$ cat src/rtl/sequential_divider.sv
// Multi-cycle unsigned restoring divider: 2*WIDTH-bit dividend / WIDTH-bit divisor, one step per clock.
// Optional feature macro DIVIDER_DBZ_FLAG_EN adds a div_by_zero flag and a one-cycle divide-by-zero path.
module sequential_divider #(
  parameter int WIDTH = 4
) (
  input  logic               clk,
  input  logic               rst,
  input  logic               start,
  input  logic [2*WIDTH-1:0] dividend,
  input  logic [WIDTH-1:0]   divisor,
  output logic               busy,
  output logic               done,
  output logic [2*WIDTH-1:0] quotient,
  output logic [WIDTH-1:0]   remainder
`ifdef DIVIDER_DBZ_FLAG_EN
  ,
  output logic               div_by_zero
`endif
);

  localparam int CW = $clog2(2*WIDTH);
  localparam logic [CW-1:0] LAST_STEP = CW'(2*WIDTH-1);

  typedef enum logic [1:0] {
    S_IDLE = 2'd0,
    S_RUN  = 2'd1,
    S_DBZ  = 2'd2
  } state_t;

  state_t             r_state, w_state_nxt;
  logic [CW-1:0]      r_count, w_count_nxt;
  // Dividend shifts out of the top while quotient bits shift in at the bottom.
  logic [2*WIDTH-1:0] r_work, w_work_nxt;
  logic [WIDTH-1:0]   r_divisor, w_divisor_nxt;
  logic [WIDTH-1:0]   r_rem, w_rem_nxt;
  logic               r_busy, w_busy_nxt;
  logic               r_done, w_done_nxt;
  logic [2*WIDTH-1:0] r_quotient, w_quotient_nxt;
  logic [WIDTH-1:0]   r_remainder, w_remainder_nxt;
`ifdef DIVIDER_DBZ_FLAG_EN
  logic               r_dbz, w_dbz_nxt;
`endif

  // After a restore the partial remainder is below the divisor, so WIDTH bits
  // hold it; the extra bit only lives in the shifted trial value.
  logic [WIDTH:0]     w_shifted;
  logic               w_ge;
  logic [WIDTH-1:0]   w_rem_step;

  assign w_shifted  = {r_rem, r_work[2*WIDTH-1]};
  assign w_ge       = (w_shifted >= {1'b0, r_divisor});
  assign w_rem_step = w_ge ? WIDTH'(w_shifted - {1'b0, r_divisor}) : w_shifted[WIDTH-1:0];

  always_comb begin
    w_state_nxt     = r_state;
    w_count_nxt     = r_count;
    w_work_nxt      = r_work;
    w_divisor_nxt   = r_divisor;
    w_rem_nxt       = r_rem;
    w_busy_nxt      = r_busy;
    w_done_nxt      = 1'b0;
    w_quotient_nxt  = r_quotient;
    w_remainder_nxt = r_remainder;
`ifdef DIVIDER_DBZ_FLAG_EN
    w_dbz_nxt       = r_dbz;
`endif
    case (r_state)
      S_IDLE: begin
        if (start) begin
          w_work_nxt    = dividend;
          w_divisor_nxt = divisor;
          w_count_nxt   = {CW{1'b0}};
          w_rem_nxt     = {WIDTH{1'b0}};
          w_busy_nxt    = 1'b1;
`ifdef DIVIDER_DBZ_FLAG_EN
          w_dbz_nxt     = 1'b0;
          if (divisor == {WIDTH{1'b0}}) begin
            w_state_nxt = S_DBZ;
          end else begin
            w_state_nxt = S_RUN;
          end
`else
          w_state_nxt   = S_RUN;
`endif
        end else begin
          w_state_nxt = S_IDLE;
        end
      end
      S_RUN: begin
        w_work_nxt  = {r_work[2*WIDTH-2:0], w_ge};
        w_rem_nxt   = w_rem_step;
        w_count_nxt = r_count + CW'(1);
        if (r_count == LAST_STEP) begin
          w_state_nxt     = S_IDLE;
          w_busy_nxt      = 1'b0;
          w_done_nxt      = 1'b1;
          w_quotient_nxt  = {r_work[2*WIDTH-2:0], w_ge};
          w_remainder_nxt = w_rem_step;
        end else begin
          w_state_nxt = S_RUN;
        end
      end
`ifdef DIVIDER_DBZ_FLAG_EN
      S_DBZ: begin
        w_state_nxt     = S_IDLE;
        w_busy_nxt      = 1'b0;
        w_done_nxt      = 1'b1;
        w_dbz_nxt       = 1'b1;
        w_quotient_nxt  = {(2*WIDTH){1'b1}};
        w_remainder_nxt = r_work[WIDTH-1:0];
      end
`endif
      default: begin
        w_state_nxt = S_IDLE;
        w_busy_nxt  = 1'b0;
      end
    endcase
  end

  // State and output registers; reset aborts any division in flight.
  always_ff @(posedge clk) begin
    if (rst) begin
      r_state     <= S_IDLE;
      r_count     <= {CW{1'b0}};
      r_work      <= {(2*WIDTH){1'b0}};
      r_divisor   <= {WIDTH{1'b0}};
      r_rem       <= {WIDTH{1'b0}};
      r_busy      <= 1'b0;
      r_done      <= 1'b0;
      r_quotient  <= {(2*WIDTH){1'b0}};
      r_remainder <= {WIDTH{1'b0}};
`ifdef DIVIDER_DBZ_FLAG_EN
      r_dbz       <= 1'b0;
`endif
    end else begin
      r_state     <= w_state_nxt;
      r_count     <= w_count_nxt;
      r_work      <= w_work_nxt;
      r_divisor   <= w_divisor_nxt;
      r_rem       <= w_rem_nxt;
      r_busy      <= w_busy_nxt;
      r_done      <= w_done_nxt;
      r_quotient  <= w_quotient_nxt;
      r_remainder <= w_remainder_nxt;
`ifdef DIVIDER_DBZ_FLAG_EN
      r_dbz       <= w_dbz_nxt;
`endif
    end
  end

  assign busy      = r_busy;
  assign done      = r_done;
  assign quotient  = r_quotient;
  assign remainder = r_remainder;
`ifdef DIVIDER_DBZ_FLAG_EN
  assign div_by_zero = r_dbz;
`endif

endmodule

$ cat config.mk
export PLATFORM = sky130hd
export DESIGN_NAME = sequential_divider
export DESIGN_NICKNAME = d
export VERILOG_FILES = /design/src/rtl/sequential_divider.sv
export SDC_FILE = /design/constraint.sdc
export NUM_CORES = 1
export LEC_CHECK = 0
export CAP_MARGIN = 15
export CORE_ASPECT_RATIO = 2
export CORE_MARGIN = 2
export CORE_UTILIZATION = 35
export DETAILED_ROUTE_END_ITERATION = 16
export PLACE_DENSITY_LB_ADDON = 0.3
export SETUP_SLACK_MARGIN = 0.4
export SLEW_MARGIN = 20
export SYNTH_ARGS = -nofsm -noshare
export SYNTH_HDL_FRONTEND = slang
export SYNTH_SLANG_ARGS = --single-unit
$ cat constraint.sdc
create_clock -name clk -period 1.6 [get_ports clk]
set_clock_uncertainty 0.05 [all_clocks]
set_input_delay 0.24 -clock clk [delete_from_list [all_inputs] [get_ports clk]]
set_output_delay 0.24 -clock clk [all_outputs]
set_load 0.02 [all_outputs]
==> out/results.ini <==
[drt]
wl_per_cell_um=14.3
post_drt_via_cell_ratio=5.00
drtAntennaViolNets=0
via_count=1331
drt_iter0_drc=9
drc_errors=0
firstDrtPassIters=4
wirelength_um=3800

[critical_path]
crit_required_ns=1.72
cp-end-kind=flop
crit_chain=ha_2 -> inv_1 -> o21ai_4 -> nand3_2 -> a32o_1
arrival_ns=1.72
crit_path_start_kind=flop
path_max_fanout=6
cpLargestDelayFamily=compound AO/OA/AOI/OAI gates
path_class=flop to flop
r2r_slack_ns=-0.0005
cp_num_buf_inv=1
max_stage_delay_ns=0.36
worst_path_max_delay_cell=ha_2

[yosys]
synth-seq-cells=34
syn_avg_cell_area_um2=9.14
ys_seq_area_frac=0.454
synth_mux_area_frac=0.0676
synth_cell_types=31
synth_top_family_by_area=compound AO/OA/AOI/OAI gates
synthSimpleGateAreaFrac=0.174
synthesis.instances=164
synth_warnings=0
synth_xor_xnor_area_share=0.00584
synthesis.area_um2=1500
syn_nets=186
synth_compound_area_frac=0.186
synthAdderAreaFrac=0.0634

[clocking]
cts_buffer_depth=2
numCtsBuffers=5
cts_hold_buf=0
htreeDepth=2
cts_tree=done
ctsRootBufferMaster=clkbuf_8
clk_pin_slew_worst_paths_ns=0.06
clkLatencyLatePin_ns=0.28
cts_sinks=34

[placement]
place_hpwl_um=2800
place_ws_ns=-0.0556
dp_cells=244
gp_congestion=0.779
port_buffers=28

[timing]
finalWorstSetupSlack_ns=-0.000519
whs_ns=0.407
period_share=1.00
grt_setup_unrepaired=true
post-route-min-period_ns=1.60
drv_slew=0
fin_tns_setup_ns=-0.000519
setup_violations=1
max-slew-margin-rel=0.754
tightest_slew_ns=0.368
finalHoldViolations=0
max_freq_ghz=0.625

[finish]
areaGrowthSynthToFinish_pct=48.2
layout.nets=236
drive_gt1_frac=0.364
num_antenna_cells=0
fin_cells=266
finish.utilization=0.543

[floorplanning]
chipWidth_um=50.3
die_h_um=96.6
floorplan.initialDensity=0.367
core_area_um2=4090
fp.dieArea_um2=4850
ios=29
core.rowCount=33

[power]
cellPowerDensity_nw_per_um2=922
leakage_nw=0.932
ir_drop_v=0.000689

[global_route]
antenna_found_initial=0
grt_max_degree=17
grt_pass1_vias=1436
grt-ovfl-total=0
grt_pass1_wl_um=6270
grtUsageTotal=0.175

[job]
maxCapViolCount=0

[outcome]
violations=setup timing
outcome=complete, but fails checks

[worst_hold_path]
hold_path_class=flop to flop

state kept, by name, indices dropped and copies added, names as in the netlist:
register   cells
quotient       8
r_work         8
r_divisor      4
r_rem          4
remainder      4
r_count        3
busy           1
done           1
r_state        1
cell usage after synthesis:
cell / n / share of area
xnor2_1: 1 / 0.0058
mux2_2: 1 / 0.0075
o31ai_1: 2 / 0.010
a22o_1: 7 / 0.041
a21oi_1: 15 / 0.050
o21ai_0: 2 / 0.0067
nor3_1: 1 / 0.0033
inv_1: 8 / 0.020
fa_1: 1 / 0.013
nor2b_1: 5 / 0.021
nand4_1: 2 / 0.0083
or2_1: 1 / 0.0042
buf_1: 2 / 0.0050
a211oi_1: 2 / 0.010
nor3b_1: 2 / 0.010
ha_1: 6 / 0.050
buf_4: 1 / 0.0050
nand2b_1: 2 / 0.0083
o21ai_2: 2 / 0.012
a32o_1: 4 / 0.027
clkbuf_1: 1 / 0.0025
nor4_4: 1 / 0.014
o21a_1: 3 / 0.015
o211ai_1: 2 / 0.010
dfxtp_1: 34 / 0.45
a21o_1: 1 / 0.0050
nand2_1: 9 / 0.023
buf_2: 5 / 0.017
mux2i_1: 9 / 0.060
nor2_1: 30 / 0.075
nand3_1: 2 / 0.0067
kinds of logic (layout without fill, tap and decap cells):
kind of cell | after synthesis | in the layout
buffers and inverters | 17 | 67
xor gates and xnor gates | 1 | 1
adders and majority gates | 7 | 7
and+or+nand+nor | 55 | 55
DFF | 34 | 34
muxes | 10 | 10
AOI/OAI and AO/OA | 40 | 40
tightest hold or removal path: cells and delay by family (launching register included):
family | cells | cell delay, ns
AOI/OAI and AO/OA | 1 | 0.05
DFF | 1 | 0.32
and+or+nand+nor | 1 | 0.05
layer usage:
metal | track usage | up-vias | share of wire
li1 | - | 673 | -
met1 | 0.150 | 619 | 0.37
met2 | 0.359 | 26 | 0.58
met3 | 0.0292 | 13 | 0.026
met4 | 0.0972 | 0 | 0.030
met5 | 0 | - | 0
worst paths after layout:
kind	depth (start not counted)	endpoint	start
max	5	r_rem[2]$_SDFFE_PP0P_	r_rem[2]$_SDFFE_PP0P_
min	2	quotient[0]$_SDFFE_PP0P_	quotient[0]$_SDFFE_PP0P_
max reg2reg	5	r_rem[2]$_SDFFE_PP0P_	r_rem[2]$_SDFFE_PP0P_
min reg2reg	2	quotient[0]$_SDFFE_PP0P_	quotient[0]$_SDFFE_PP0P_
cell usage in the layout (no fill, tap or decap), drive strengths merged, types with 6 or more instances in the layout:
cell type | netlist | final
a21oi | 15 | 15
a22o | 7 | 7
buf | 8 | 33
clkbuf | 1 | 8
clkdlybuf4s50 | 0 | 13
dfxtp | 34 | 34
ha | 6 | 6
inv | 8 | 9
mux2i | 9 | 9
nand2 | 9 | 9
nor2 | 30 | 30
per-stage QoR:
step | total power [mW] | cell area (um2)
3_5_place_dp | 1.39 | 1980
6_report | 2.05 | 2220
3_3_place_gp | 1.37 | 1980
4_1_cts | 2.03 | 2190
2_1_floorplan | 1.26 | 1620
5_1_grt | 2.16 | 2220
power by group:
| group | switching [mW] | internal [mW] |
|---|---|---|
| Sequential | 0.0398 | 0.887 |
| Combinational | 0.261 | 0.276 |
| Clock | 0.286 | 0.299 |
| Total | 0.587 | 1.46 |
area by class of cell:
type / instances / area, um2
timing repair inverter: 1 / 6.26
multi-input combinational: 113 / 887
inverter: 8 / 40.0
fill: 383 / 1870
sequential: 34 / 693
timing repair buffer: 51 / 453
clock buffer: 7 / 76.3
tap: 52 / 65.1
what timing repair did:
item,4_1_cts,5_1_grt
gates resized for setup,59,19
endpoints found under the setup margin,42,41
endpoints found under the hold margin,0,0
buffers inserted,7,6
pin swaps,15,9
cloned,1,1
Power figures use the tool's default switching activity.
